### config.mk
export PLATFORM = sky130hd
export DESIGN_NAME = idu_ir_freelist_flat
export DESIGN_NICKNAME = d
export VERILOG_FILES = /design/src/rtl/idu_rename_pkg.sv /design/src/rtl/idu_ir_freelist_if.sv /design/src/rtl/idu_ir_freelist_ptr.sv /design/src/rtl/idu_ir_freelist.sv /design/src/flat_wrapper.sv
export SDC_FILE = /design/constraint.sdc
export NUM_CORES = 1
export LEC_CHECK = 0
export CAP_MARGIN = 30
export CORE_MARGIN = 5
export CORE_UTILIZATION = 65
export DETAILED_ROUTE_END_ITERATION = 16
export GPL_ROUTABILITY_DRIVEN = 1
export GPL_TIMING_DRIVEN = 1
export PLACE_DENSITY_LB_ADDON = 0.05
export SKIP_CTS_REPAIR_TIMING = 1
export SLEW_MARGIN = 30
export SYNTH_ARGS = -nofsm -noshare
export SYNTH_HDL_FRONTEND = slang
export SYNTH_SLANG_ARGS = --single-unit
### constraint.sdc
create_clock -name clk -period 9.9 [get_ports clk]
set_input_delay 1.485 -clock clk [delete_from_list [all_inputs] [get_ports clk]]
set_output_delay 1.485 -clock clk [all_outputs]
set_load 0.05 [all_outputs]
### src/rtl/idu_rename_pkg.sv
// Rename-stage constants and types shared by the free list and the rename table entries.
package idu_rename_pkg;

    localparam int unsigned PREG_NUM = 64;
    localparam int unsigned ARCH_NUM = 32;
    localparam int unsigned PREG_W   = $clog2(PREG_NUM);
    localparam int unsigned FL_DEPTH = PREG_NUM - ARCH_NUM;
    localparam int unsigned IDX_W    = $clog2(FL_DEPTH);
    localparam int unsigned PTR_W    = IDX_W + 1;

    typedef logic [PREG_W-1:0] preg_t;
    typedef logic [PTR_W-1:0]  ptr_t;

endpackage

### src/rtl/idu_ir_freelist_if.sv
// Handshake bundle between the rename stage / retire unit and the physical-register free list.
interface idu_ir_freelist_if;

    logic                   rtu_global_flush;
    logic                   y_idu_ir_stall_ctrl;
    logic                   ir_alloc_req;
    logic                   ir_alloc_vld;
    idu_rename_pkg::preg_t  ir_alloc_preg;
    logic                   rtu_retire_alloc_vld;
    logic                   rtu_release_vld;
    idu_rename_pkg::preg_t  rtu_release_preg;
    logic                   freelist_empty;
    idu_rename_pkg::ptr_t   freelist_cnt;

    modport master (
        output rtu_global_flush, y_idu_ir_stall_ctrl, ir_alloc_req,
               rtu_retire_alloc_vld, rtu_release_vld, rtu_release_preg,
        input  ir_alloc_vld, ir_alloc_preg, freelist_empty, freelist_cnt
    );

    modport slave (
        input  rtu_global_flush, y_idu_ir_stall_ctrl, ir_alloc_req,
               rtu_retire_alloc_vld, rtu_release_vld, rtu_release_preg,
        output ir_alloc_vld, ir_alloc_preg, freelist_empty, freelist_cnt
    );

endinterface

### src/rtl/idu_ir_freelist_ptr.sv
// Wrap-bit free-list pointer: load has priority over increment, wraps modulo 2**PTR_W.
module idu_ir_freelist_ptr
    import idu_rename_pkg::*;
#(
    parameter ptr_t RST_VAL = '0
) (
    input  logic clk,
    input  logic rst_clk,
    input  logic inc,
    input  logic load,
    input  ptr_t load_val,
    output ptr_t ptr
);

    always_ff @(posedge clk or posedge rst_clk) begin
        if (rst_clk) begin
            ptr <= RST_VAL;
        end else if (load) begin
            ptr <= load_val;
        end else if (inc) begin
            ptr <= ptr + PTR_W'(1);
        end
    end

endmodule

### src/rtl/idu_ir_freelist.sv
// Physical-register free list: one grant per cycle from the alloc head, releases at the tail,
// and a commit pointer that lets a global flush reclaim all speculative grants at once.
module idu_ir_freelist
    import idu_rename_pkg::*;
(
    input  logic               clk,
    input  logic               rst_clk,
    idu_ir_freelist_if.slave   fl
);

    ptr_t  alloc_ptr;
    ptr_t  commit_ptr;
    ptr_t  tail_ptr;
    ptr_t  commit_nxt_c;
    ptr_t  occ_c;
    preg_t mem [FL_DEPTH];

    // Flush restores to the commit point including a retire landing this same cycle.
    assign commit_nxt_c = commit_ptr + PTR_W'(fl.rtu_retire_alloc_vld);
    assign occ_c        = tail_ptr - commit_ptr;

    assign fl.freelist_empty = (alloc_ptr == tail_ptr);
    assign fl.freelist_cnt   = tail_ptr - alloc_ptr;
    assign fl.ir_alloc_preg  = mem[alloc_ptr[IDX_W-1:0]];
    assign fl.ir_alloc_vld   = fl.ir_alloc_req & ~fl.freelist_empty
                             & ~fl.y_idu_ir_stall_ctrl & ~fl.rtu_global_flush;

    idu_ir_freelist_ptr #(.RST_VAL('0)) u_alloc_ptr (
        .clk      (clk),
        .rst_clk  (rst_clk),
        .inc      (fl.ir_alloc_vld),
        .load     (fl.rtu_global_flush),
        .load_val (commit_nxt_c),
        .ptr      (alloc_ptr)
    );

    idu_ir_freelist_ptr #(.RST_VAL('0)) u_commit_ptr (
        .clk      (clk),
        .rst_clk  (rst_clk),
        .inc      (fl.rtu_retire_alloc_vld),
        .load     (1'b0),
        .load_val ('0),
        .ptr      (commit_ptr)
    );

    // Tail starts one full lap ahead: every non-architectural preg is free at reset.
    idu_ir_freelist_ptr #(.RST_VAL(ptr_t'(FL_DEPTH))) u_tail_ptr (
        .clk      (clk),
        .rst_clk  (rst_clk),
        .inc      (fl.rtu_release_vld),
        .load     (1'b0),
        .load_val ('0),
        .ptr      (tail_ptr)
    );

    always_ff @(posedge clk or posedge rst_clk) begin
        if (rst_clk) begin
            for (int unsigned i = 0; i < FL_DEPTH; i++) begin
                mem[i] <= preg_t'(ARCH_NUM + i);
            end
        end else if (fl.rtu_release_vld) begin
            mem[tail_ptr[IDX_W-1:0]] <= fl.rtu_release_preg;
        end
    end

    // A release not paired with a retire must never push the list past FL_DEPTH entries.
    a_no_overflow: assert property (@(posedge clk) disable iff (rst_clk)
        (fl.rtu_release_vld && !fl.rtu_retire_alloc_vld) |-> (occ_c != ptr_t'(FL_DEPTH)));

    a_commit_behind_alloc: assert property (@(posedge clk) disable iff (rst_clk)
        fl.rtu_retire_alloc_vld |-> (commit_ptr != alloc_ptr));

endmodule

### src/flat_wrapper.sv
// flat-port wrapper written by rule: the top's interface ports become plain ports
module idu_ir_freelist_flat import idu_rename_pkg::*;
  (clk, rst_clk, fl_rtu_global_flush, fl_y_idu_ir_stall_ctrl, fl_ir_alloc_req, fl_rtu_retire_alloc_vld, fl_rtu_release_vld, fl_rtu_release_preg, fl_ir_alloc_vld, fl_ir_alloc_preg, fl_freelist_empty, fl_freelist_cnt);
  idu_ir_freelist_if fl_i ();
  input  logic clk;
  input  logic rst_clk;
  input wire logic [$bits(fl_i.rtu_global_flush)-1:0] fl_rtu_global_flush;
  input wire logic [$bits(fl_i.y_idu_ir_stall_ctrl)-1:0] fl_y_idu_ir_stall_ctrl;
  input wire logic [$bits(fl_i.ir_alloc_req)-1:0] fl_ir_alloc_req;
  input wire logic [$bits(fl_i.rtu_retire_alloc_vld)-1:0] fl_rtu_retire_alloc_vld;
  input wire logic [$bits(fl_i.rtu_release_vld)-1:0] fl_rtu_release_vld;
  input wire logic [$bits(fl_i.rtu_release_preg)-1:0] fl_rtu_release_preg;
  output wire logic [$bits(fl_i.ir_alloc_vld)-1:0] fl_ir_alloc_vld;
  output wire logic [$bits(fl_i.ir_alloc_preg)-1:0] fl_ir_alloc_preg;
  output wire logic [$bits(fl_i.freelist_empty)-1:0] fl_freelist_empty;
  output wire logic [$bits(fl_i.freelist_cnt)-1:0] fl_freelist_cnt;
  assign fl_i.rtu_global_flush = fl_rtu_global_flush;
  assign fl_i.y_idu_ir_stall_ctrl = fl_y_idu_ir_stall_ctrl;
  assign fl_i.ir_alloc_req = fl_ir_alloc_req;
  assign fl_i.rtu_retire_alloc_vld = fl_rtu_retire_alloc_vld;
  assign fl_i.rtu_release_vld = fl_rtu_release_vld;
  assign fl_i.rtu_release_preg = fl_rtu_release_preg;
  assign fl_ir_alloc_vld = fl_i.ir_alloc_vld;
  assign fl_ir_alloc_preg = fl_i.ir_alloc_preg;
  assign fl_freelist_empty = fl_i.freelist_empty;
  assign fl_freelist_cnt = fl_i.freelist_cnt;
  idu_ir_freelist u_core (.clk(clk), .rst_clk(rst_clk), .fl(fl_i));
endmodule
==> metrics.md <==
| Metric | Value |
|---|---|
| Clock sink total | `210` |
| Max-cap violations | `0` |
| Row count | `between 40 and 50` |
| Status | `completed` |
| Buffers on Ports | `26` |
| Syn Std Cell Area | `approximately 10,000 um2` |
| Vias per cell | `between 6 and 7` |
| CTS buffer count | `22` |
| H-tree level count | `1` |
| Post-synthesis sequential area ratio | `0.521` |
| TritonCTS clock tree | `yes` |
| Vias in the first global route | `around 6,300` |
| P per Cell Area | `361 nW/um2` |
| Drc violations | `0` |
| Warnings, synthesis | `0` |
| Max Clock Freq | `about 190 MHz` |
| Latest clock arrival within the worst-skew pair | `roughly 0.51 ns` |
| Arrival @ worst endpoint | `between 3 and 4 ns` |
| Skew final | `around 0.019 ns` |
| Final setup viols | `0` |
| Initial core utilization | `0.656` |
| GR Util All Layers | `0.247` |
| Worst-path cell chain | `buf_4 -> ha_1 -> fa_1 -> inv_1 -> a21o_1 -> a21oi_1 -> xnor2_1 -> clkdlybuf4s50_1` |
| Worst setup EP type | `output port` |
| Crit-path slowest cell | `clkdlybuf4s50_1` |
| Crit share post-route | `0.543` |
| Largest net degree at the start of global routing | `130` |
| HPWL after DPL | `between 10,000 and 15,000 um` |
| Most common cell after layout, fill and taps aside | `mux2_2` |
| Netlist cell types | `50` |
| Share of post-route cells with drive strength above 1 | `0.556` |
| Final Hold Vio Count | `0` |
| Max-slew violation count | `0` |
| Finished Layout Cells | `950` |
| Hold crit path type | `reg -> reg` |
| Critical path's largest stage delay | `0.82 ns` |
| Core area | `15,800 um2` |
| Die area | `roughly 19,000 um2` |
| Total global routing overflow | `0` |
| Area growth from synthesis to layout | `10.3%` |
| Crit path kind | `reg -> out` |
| Post-Syn Instances | `roughly 700` |
| Synth top area cells | `dfstp_2 (29%), dfrtp_1 (23%), mux2_2 (20%)` |
| Placed Cells | `about 910` |
| Final Critical Period | `5.38 ns` |
| Antenna diode count | `0` |
| Relative slew margins | `0.478` |
| Placer Congestion | `~0.84` |
| Synth top area share | `0.287` |
| Root buf cell | `clkbuf_16` |
| Yosys reg bits | `210` |
| Drt total wl | `between 20,000 and 25,000 um` |
| WL per Instance | `~23 um` |
| Nets | `approximately 750` |
| Ys async rst share | `1.00` |
| RSZ-0062 raised after global routing | `false` |
| DR iter-0 viols | `~410` |
| Mapped Avg Cell Area | `around 15 um2` |
| Die height | `around 140 um` |
| Largest area contributor in the netlist | `dfstp_2` |
| First-pass GRT wire length | `roughly 35,000 um` |
| Worst endpoint required time | `roughly 8.4 ns` |
| Top FF cell, synth | `dfstp_2` |
| Drt pass-1 iters | `5` |
| Initial antenna violation count | `0` |
| Worst-case clock buffer depth | `3` |
| Crit-path max FO | `39` |
| Static Leak | `between 4 and 5 nW` |
| Worst-margin pin slew | `a little under 0.8 ns` |
| Post-synth EDFFs | `0` |
| Via count | `5,976` |
| Most frequent cells in the layout | `mux2_2 (181), dfstp_2 (113), dfrtp_1 (95), mux4_2 (37), mux2i_1 (23)` |
| Post-Route Setup TNS | `0 ns` |
| Post-DRT Antenna Nets | `0` |
| Synth Net Count | `between 700 and 800` |
| Kind of start point of the critical path | `register` |
| IO Pins | `27` |
| Chip width | `136 um` |
| Worst vdd ir | `approximately 0.31 mV` |
| Worst-path clk slew | `0.06 ns` |
registers in the layout, indices dropped and copies added (netlist names):
register and cells:
u_core.u_commit_ptr.ptr 6, u_core.u_tail_ptr.ptr 6, u_core.mem 192, u_core.u_alloc_ptr.ptr 6
worst max-delay path, delay by kind of cell (launching register included):
family,cells,cell delay [ns]
buffers and inverters,3,1.55
DFF,1,0.77
adders and majority gates,2,0.55
AOI/OAI and AO/OA,2,0.34
xor gates and xnor gates,1,0.13
through the flow:
step | hold slack [ns] | util | setup WS [ns] | cell area [um2] | power (W)
2_1_floorplan | 0.461 | - | 2.86 | 10400 | 0.00288
3_3_place_gp | 0.478 | 0.679 | 5.04 | 10700 | 0.00326
3_5_place_dp | 0.489 | 0.677 | 5.01 | 10700 | 0.00333
4_1_cts | 0.501 | 0.722 | 4.47 | 11400 | 0.00415
5_1_grt | 0.506 | 0.724 | 4.30 | 11400 | 0.00434
6_report | 0.497 | 0.724 | 4.52 | 11400 | 0.00412
worst paths after layout:
path	startpoint	endpoint	slack, ns	cells after the start
max in group asynchronous	rst_clk	u_core.mem[42]	7.56	3
worst min register to register	u_core.u_commit_ptr.ptr[5]	u_core.u_commit_ptr.ptr[5]	0.50	1
min in group asynchronous	rst_clk	u_core.mem[133]	1.34	2
worst max register to register	u_core.u_alloc_ptr.ptr[0]	u_core.u_alloc_ptr.ptr[5]	6.97	6
worst max-delay path	u_core.u_alloc_ptr.ptr[0]	fl_freelist_cnt[4]	4.52	8
worst min-delay path	u_core.u_commit_ptr.ptr[5]	u_core.u_commit_ptr.ptr[5]	0.50	1
layout make-up:
| type | count | area [um2] |
|---|---|---|
| fill | 1071 | 4350 |
| sequential | 210 | 5400 |
| inverter | 12 | 52.6 |
| multi-input combinational | 437 | 4660 |
| tap | 216 | 270 |
| clock inverter | 4 | 56.3 |
| timing repair buffer | 35 | 327 |
| clock buffer | 36 | 653 |
per-layer routing:
layer,global-route usage,wire (um),up-vias
met5,0,0,-
met4,0.0549,482,0
met3,0.0344,853,31
met2,0.404,10700,124
met1,0.359,9760,3147
li1,-,-,2674
cell usage after synthesis, drive strengths merged (4+ instances only):
library cell  instances
a211oi                6
a21oi                13
a22o                  5
a22oi                 9
buf                  21
clkbuf               28
dfrtp                97
dfstp               113
ha                   13
inv                  12
mux2                193
mux2i                23
mux4                 37
nand2                16
nand3                18
nand4                 8
nor2                 25
nor2b                 4
nor3                  8
o21ai                 5
o221ai               11
xnor2                10
xor2                  6
cells by family (layout without fill, tap and decap cells):
group,count (synthesis),in the layout,synth area share
mux,253,253,0.317
flops,210,210,0.521
simple gates,93,93,0.0585
compound gates,61,61,0.0430
buf+inv,61,87,0.0289
xor+xnor,16,16,0.0135
fa+ha+maj,14,14,0.0176
power by group:
part | switching [W] | total (W) | leakage (nW) | internal [W]
registers | 0.000263 | 0.00162 | 2.41 | 0.00136
logic | 0.000886 | 0.00170 | 2.02 | 0.000813
clock network | 0.000330 | 0.000807 | 0.347 | 0.000477
Note: power is estimated with default switching activity, not from simulation.
